===== config.mk =====
export PLATFORM = sky130hd
export DESIGN_NAME = fwd_scoreboard_unit
export DESIGN_NICKNAME = d
export VERILOG_FILES = /design/src/rtl/fwd_scoreboard_unit.sv
export SDC_FILE = /design/constraint.sdc
export NUM_CORES = 1
export LEC_CHECK = 0
export CAP_MARGIN = 20
export CORE_UTILIZATION = 40
export DETAILED_ROUTE_END_ITERATION = 10
export PLACE_DENSITY = 0.73
export SKIP_LAST_GASP = 1
export SYNTH_ARGS = -nofsm -noshare
export SYNTH_HDL_FRONTEND = slang
export SYNTH_SLANG_ARGS = --single-unit

===== constraint.sdc =====
create_clock -name clk_i -period 1.9 [get_ports clk_i]
set_input_delay 0.19 -clock clk_i [delete_from_list [all_inputs] [get_ports clk_i]]
set_output_delay 0.19 -clock clk_i [all_outputs]
set_load 0.01 [all_outputs]

===== src/rtl/fwd_scoreboard_unit.sv =====
// Operand-forwarding and load-use hazard controller for the pipelined MIPS32 core.
// Sits in ID and tracks in-flight register writers from EX onward in a shift-register
// scoreboard. For each source operand it picks the youngest matching producer and raises a
// stall when that producer is a load whose result is not yet forwardable. The forward
// selects are registered so they line up with the consumer once it reaches EX.
//
// Ports:
//   clk_i          rising-edge clock
//   rst_n          asynchronous active-low reset
//   id_valid_i     a valid instruction is in ID
//   id_src_i       packed source register addresses, src s = [s*REG_AW +: REG_AW]
//   id_src_used_i  per-source read enable
//   id_rd_i        destination register of the ID instruction
//   id_regwrite_i  ID instruction writes id_rd_i
//   id_is_load_i   ID instruction is a load
//   pipe_hold_i    global freeze
//   flush_i        kill the ID instruction and the EX-stage entry
//   stall_o        hold PC and IF/ID, bubble into EX (combinational)
//   fwd_sel_o      registered per-source select: 0 = regfile, k = forward index k
//   stall_cnt_o    saturating count of stall cycles
module fwd_scoreboard_unit #(
  parameter int unsigned REG_AW    = 5,
  parameter int unsigned NUM_SRC   = 2,
  parameter int unsigned FWD_DEPTH = 3,
  parameter int unsigned LOAD_LAT  = 1,
  parameter int unsigned CNT_W     = 16,
  localparam int unsigned SEL_W    = $clog2(FWD_DEPTH + 1)
) (
  input  logic                       clk_i,
  input  logic                       rst_n,
  input  logic                       id_valid_i,
  input  logic [NUM_SRC*REG_AW-1:0]  id_src_i,
  input  logic [NUM_SRC-1:0]         id_src_used_i,
  input  logic [REG_AW-1:0]          id_rd_i,
  input  logic                       id_regwrite_i,
  input  logic                       id_is_load_i,
  input  logic                       pipe_hold_i,
  input  logic                       flush_i,
  output logic                       stall_o,
  output logic [NUM_SRC*SEL_W-1:0]   fwd_sel_o,
  output logic [CNT_W-1:0]           stall_cnt_o
);

  if (!((FWD_DEPTH + 1 <= (1 << SEL_W)) && (LOAD_LAT < FWD_DEPTH))) begin : g_param_check
    $error("fwd_scoreboard_unit: FWD_DEPTH/LOAD_LAT out of range");
  end

  // Entry 0 is the instruction currently in EX; higher indices are older.
  logic [FWD_DEPTH-1:0] e_v_q, e_v_d;
  logic [FWD_DEPTH-1:0] e_ld_q, e_ld_d;
  logic [REG_AW-1:0]    e_rd_q [FWD_DEPTH];
  logic [REG_AW-1:0]    e_rd_d [FWD_DEPTH];

  logic [NUM_SRC*SEL_W-1:0] sel_q, sel_d;
  logic [CNT_W-1:0]         cnt_q, cnt_d;

  logic [NUM_SRC*SEL_W-1:0] cand_sel;
  logic [NUM_SRC-1:0]       hit;
  logic [NUM_SRC-1:0]       need_stall;
  logic                     issue;

  // Youngest-match search. Once a source has a winner, older entries are ignored, so an
  // older forwardable copy can never mask a younger load hazard.
  always_comb begin
    cand_sel   = '0;
    hit        = '0;
    need_stall = '0;
    for (int s = 0; s < int'(NUM_SRC); s++) begin
      for (int k = 0; k < int'(FWD_DEPTH); k++) begin
        if (!hit[s] && e_v_q[k] && (e_rd_q[k] == id_src_i[s*REG_AW +: REG_AW])) begin
          hit[s] = 1'b1;
          if (id_src_used_i[s]) begin
            cand_sel[s*SEL_W +: SEL_W] = SEL_W'(k + 1);
            need_stall[s]              = e_ld_q[k] && ((k + 1) <= int'(LOAD_LAT));
          end
        end
      end
    end
  end

  assign stall_o = id_valid_i && !flush_i && (|need_stall);
  assign issue   = id_valid_i && !stall_o && !flush_i;

  always_comb begin
    e_v_d  = e_v_q;
    e_ld_d = e_ld_q;
    e_rd_d = e_rd_q;
    sel_d  = sel_q;
    cnt_d  = cnt_q;
    if (!pipe_hold_i) begin
      // A flushed EX entry still shifts, but arrives in entry 1 as invalid.
      for (int k = int'(FWD_DEPTH) - 1; k >= 1; k--) begin
        e_v_d[k]  = e_v_q[k-1] && !((k == 1) && flush_i);
        e_ld_d[k] = e_ld_q[k-1];
        e_rd_d[k] = e_rd_q[k-1];
      end
      e_v_d[0]  = issue && id_regwrite_i && (id_rd_i != '0);
      e_ld_d[0] = id_is_load_i;
      e_rd_d[0] = id_rd_i;
      sel_d     = issue ? cand_sel : '0;
      if (stall_o && !(&cnt_q)) begin
        cnt_d = cnt_q + CNT_W'(1);
      end
    end else if (flush_i) begin
      // Flush under hold kills the EX entry in place without shifting.
      e_v_d[0] = 1'b0;
    end
  end

  always_ff @(posedge clk_i or negedge rst_n) begin
    if (!rst_n) begin
      e_v_q  <= '0;
      e_ld_q <= '0;
      for (int k = 0; k < int'(FWD_DEPTH); k++) begin
        e_rd_q[k] <= '0;
      end
      sel_q  <= '0;
      cnt_q  <= '0;
    end else begin
      e_v_q  <= e_v_d;
      e_ld_q <= e_ld_d;
      e_rd_q <= e_rd_d;
      sel_q  <= sel_d;
      cnt_q  <= cnt_d;
    end
  end

  assign fwd_sel_o   = sel_q;
  assign stall_cnt_o = cnt_q;

endmodule


Word-level counts from Yosys, hierarchy flattened --
Index checks and enable logic that the tools add are counted.
Storage, ports and cells: register bits after elaboration 39, latch bits 0, memory bits (writable) 0, bits in read-only memories 0, bits of input ports 24, memories 0
Operators by class: $add $sub $neg 1, $mul 0, div/mod/pow operators 0, $lt $le $gt $ge 0, equality and inequality tests 7, shift operators 0, multiplexer cells 31, bitwise logic cells 1, reductions and logical operators 29
Operator list (count):
- 5-bit == test | 6
- 1-bit two-way mux | 21
- 1-bit logical AND | 18
- 2-bit two-way mux | 9
- 16-bit by 1-bit adder with 16-bit output (second input constant) | 1
- 16-bit AND reduction | 1
- 1-bit logical NOT | 7
- 5-bit nonzero test | 1
- 4-bit two-way mux | 1
- 2-bit by 1-bit inequality test with 1-bit output (second input constant) | 1
- 2-bit AND reduction | 1
- 2-bit OR reduction | 1
- 1-bit inverter | 1

Longest topological paths before layout --
word-level depth 19, mapped depth 7

Worst setup path after synthesis --
No wires, ideal clock.
kind flip-flop to flip-flop, start point register e_rd_q[14] (netlist bit), end point register cnt_q[9] (netlist: stall_cnt_o[9]), setup time 0.079 ns, arrival 1.802 ns, path slack 0.019 ns, stages on the path, launching flop included 7, path buffers 0, period minus slack after synthesis 1.881 ns, cell sequence dfrtp_1 -> xor2_1 -> nor4_2 -> and4_4 -> o2111ai_4 -> nor4_1 -> xor2_1
On the way: cells in the longest elaborated chain, start to end 15, elaborated cells between the ends (all ways) 34, those cells by class 2 x eq/ne; 14 x mux; 18 x reduce/logical
Ends and longest elaborated chain:
- start: declaration | RTL line 51 | logic [REG_AW-1:0] e_rd_q [FWD_DEPTH];
- start signal: assignment | RTL line 122 | e_rd_q <= e_rd_d;
- 5-bit == test | RTL line 70 | if (!hit[s] && e_v_q[k] && (e_rd_q[k] == id_src_i[s*REG_AW +: REG_AW])) begin
- 1-bit logical AND | RTL line 70
- 1-bit two-way mux | RTL line 70
- 1-bit logical NOT | RTL line 70
- 1-bit logical AND (2 in a row) | RTL line 70
- 1-bit two-way mux | RTL line 70
- 1-bit logical NOT | RTL line 70
- 1-bit logical AND (2 in a row) | RTL line 70
- 1-bit two-way mux | RTL line 70
- 2-bit OR reduction * | RTL line 81 | assign stall_o = id_valid_i && !flush_i && (|need_stall);
- 1-bit logical AND * | RTL line 81
- 1-bit logical AND * | RTL line 101 | if (stall_o && !(&cnt_q)) begin
- 2-bit AND reduction (no line) *
- end signal: assignment | RTL line 124 | cnt_q <= cnt_d;
- end: declaration | RTL line 55 | logic [CNT_W-1:0] cnt_q, cnt_d;
Mark *: on every way between the ends. The rest lies on a longest branch, timed or not. A chain may end at the register's enable or synchronous reset.

Worst setup path after layout --
start point register e_rd_q[14] (netlist bit), end point register cnt_q[15] (netlist: stall_cnt_o[15])
Same word-level chain as after synthesis.

==> summary.md <==
| Metric | Value |
|---|---|
| RSZ-0062 raised after global routing | yes |
| CTS Root Cell | clkbuf_8 |
| Clock sinks | 39 |
| Failing checks | negative setup slack |
| Run status | complete, but fails checks |
| Total of max-cap violations | 0 |
| Antenna Nets Post-Route | 0 |
| Synth Instances | 193 |
| Final Max Tran Viols | 0 |
| Worst-path clk slew | 0.08 ns |
| Max Clock Skew | 0.00458 ns |
| Post-Synth XOR/XNOR Area | 18.7% |
| Antenna cells | 0 |
| Type of the worst setup path | reg2reg |
| Cell Rows | 26 |
| Final hold viol count | 0 |
| Tot Pwr | 1.87 mW |
| Num CTS Buffers | 5 |
| Vias | 1,824 |
| H-tree depth | 2 |
| Syn Std Cell Area | 2110 um2 |
| Synth Area in Simple Gates | 18.1% |
| Top cells by area, synth | dfrtp_1 46%, xor2_1 11%, mux2_2 10% |
| Initial DRC count | 78 |
| Crit start category | flip-flop |
| Hold_ws | 0.333 ns |
| Die Area | 5570 um2 |
| Worst VDD drop | 337 uV |
| Vias/cell | 5.15 |
| Total wire length | 5500 um |
| Arrival @ worst endpoint | 2.39 ns |
| Critical Path RT | 2.12 ns |
| Number of global-route vias before repair | 1,821 |
| Area leader, netlist | dfrtp_1 |
| Number of synthesized register bits | 39 |
| Finish-stage setup viols | 12 |
| Total gr overflow | 0 |
| Pleak | 1.35 nW |
| Peak Freq | 460 MHz |
| WL/cell | 15.5 um |
| Worst-skew pair later-pin latency | 0.29 ns |
| Compound-cell area share of the yosys netlist | 4.09% |
| Die width | 74.6 um |
| Tcrit/Tclk final | 114% |
| Post-synth top area share | 46.3% |
| IO buf count | 44 |
| Slew @ Worst Pin | 0.536 ns |
| Fin nets | 308 |
| Final GP Congestion | 0.800 |
| P per Cell Area | 599 nW/um2 |
| CP endpoint kind | flip-flop |
| Critical-path maximum fanout | 7 |
| 1st-pass router iterations | 4 |
| Clock Tree Buf Depth | 2 |
| Syn_area_per_cell | 10.9 um2 |
| Setup ws final | -0.274 ns |
| Fillcell total | 431 |
| Register area | 976 um2 |
| Pin count of the biggest net entering global routing | 25 |
| Area grow syn2layout | 47.9% |
| CTS tree | yes |
| DP HPWL | 3930 um |
| I/O Pins | 45 |
| Total GRT Usage | 21.2% |
| Post-route minimum period | 2.17 ns |
| Post-synthesis adder-cell area fraction | 0.593% |
| Residual DRC | 0 |
| Initial antenna violation count | 0 |
| Core area | 5110 um2 |
| Max-slew headroom | 64.2% |
| Yosys Warn Count | 0 |
| Multi-input logic area | 1170 um2 |
| First-pass GRT wire length | 8830 um |
| Multiplexer area fraction after synthesis | 10.1% |
| HP Class | in2async |
| Seq/Total Area, Yosys | 46.3% |
| DIE HEIGHT | 74.6 um |
| Largest family of logic cells by synthesized area | XOR/XNOR gates |
| Netlist cell types | 31 |
| Starting density of the core | 41.3% |
| Layout cell share with drive strength beyond 1 | 31.7% |
| Design Area, Final | 3120 um2 |
| Syn nets | 218 |
| Post-DP Area | 2900 um2 |
## cell usage in the layout (no fill, tap or decap), types with 2 or more instances in the layout
cell type and count:
and3_1 4, buf_2 2, buf_4 39, buf_6 4
clkbuf_8 6, clkdlybuf4s50_1 42, dfrtp_1 39, inv_1 2
mux2_2 19, nand2_1 13, nand3_1 13, nand4_1 7
nor2_1 6, nor2_2 2, nor2_4 2, nor3_1 4
nor4_1 4, nor4_2 3, nor4_4 2, o21ai_0 4
o31ai_1 2, xnor2_1 17, xor2_1 27
## path summary, 6_finish.rpt
path,startpoint,to,slack (ns),depth (start not counted)
worst max-delay path,e_rd_q[14],stall_cnt_o[15],-0.27,8
worst min-delay path,rst_n,stall_cnt_o[11],0.33,2
worst max register to register,e_rd_q[14],stall_cnt_o[15],-0.27,8
worst min register to register,fwd_sel_o[2],fwd_sel_o[2],0.48,2
max in group asynchronous,rst_n,e_rd_q[12],1.02,3
min in group clk_i,fwd_sel_o[2],fwd_sel_o[2],0.48,2
## cells by family after synthesis
family,count (synthesis)
buffers and inverters,7
and+or+nand+nor,72
xor gates and xnor gates,45
adders and majority gates,1
AOI/OAI and AO/OA,10
DFF,39
muxes,19
## synthesized netlist by cell type
| master | instances |
|---|---|
| dfrtp_1 | 39 |
| xor2_1 | 27 |
| mux2_2 | 19 |
| xnor2_1 | 18 |
| nand2_1 | 14 |
| nand3_1 | 14 |
| nor2_1 | 10 |
| nor4_1 | 8 |
| nand4_1 | 7 |
| nor3_1 | 5 |
| and3_1 | 4 |
| o21ai_0 | 4 |
| clkbuf_1 | 3 |
| inv_1 | 2 |
| o31ai_1 | 2 |
| or2_2 | 2 |
| a31oi_1 | 1 |
| and3_2 | 1 |
| and4_4 | 1 |
| buf_6 | 1 |
| clkbuf_8 | 1 |
| ha_1 | 1 |
| nand2b_1 | 1 |
| nor2b_1 | 1 |
| nor3b_1 | 1 |
| nor4_2 | 1 |
| o2111ai_4 | 1 |
| o2bb2ai_1 | 1 |
| o311a_1 | 1 |
| or2b_2 | 1 |
| or3_1 | 1 |
## power by group
group | switching, mW | internal [mW] | leakage (nW)
clock network | 0.298 | 0.298 | 0.0484
registers | 0.0675 | 0.882 | 0.503
logic | 0.132 | 0.190 | 0.803
total | 0.498 | 1.37 | 1.35
## metal layers
layer  GRT usage, %  vias up  routed length [um]
met3           4.42        6                 185
met4           6.92        0                  58
li1               -      862                   -
met1           28.2      900                2420
met2           34.7       56                2840
met5              0        -                   0
## flip-flops by register name, indices dropped and copies added, names as in the netlist
name / cells
stall_cnt_o: 16
e_rd_q: 15
fwd_sel_o: 4
e_v_q: 3
e_ld_q: 1
## final cells by class
| type | count | share of cell area [%] |
|---|---|---|
| multi-input combinational | 147 | 37.7 |
| timing repair buffer | 88 | 24.9 |
| sequential | 39 | 31.3 |
| inverter | 2 | 0.241 |
| clock inverter | 1 | 0.281 |
| tap | 70 | 2.81 |
| clock buffer | 7 | 2.77 |
## repair_timing
item,4_1_cts,5_1_grt
setup buffers,2,2
gates resized for setup,16,9
hold buffers,1,0
endpoints found under the hold margin,13,0
endpoints found under the setup margin,11,19
cloned,0,0
pin swaps,10,12
## worst max-delay path, cell delays in order (launching register included)
cell	delay (ns)
dfrtp_1	0.40
xor2_1	0.15
nor4_2	0.39
and4_4	0.30
buf_6	0.11
o2111ai_4	0.21
buf_4	0.22
nor4_2	0.16
xor2_1	0.17
## metrics by stage
step	TNS, ns	instances	setup WS, ns	utilization [%]
6_report	-2.55	354	-0.274	61.1
5_1_grt	-4.08	354	-0.388	61.1
4_1_cts	-2.32	353	-0.268	60.1
3_5_place_dp	-5.64	342	-0.543	56.7
3_3_place_gp	-5.40	342	-0.576	56.7
2_1_floorplan	0	193	0.0192	-
No activity file was read; power rests on OpenSTA's default activity.
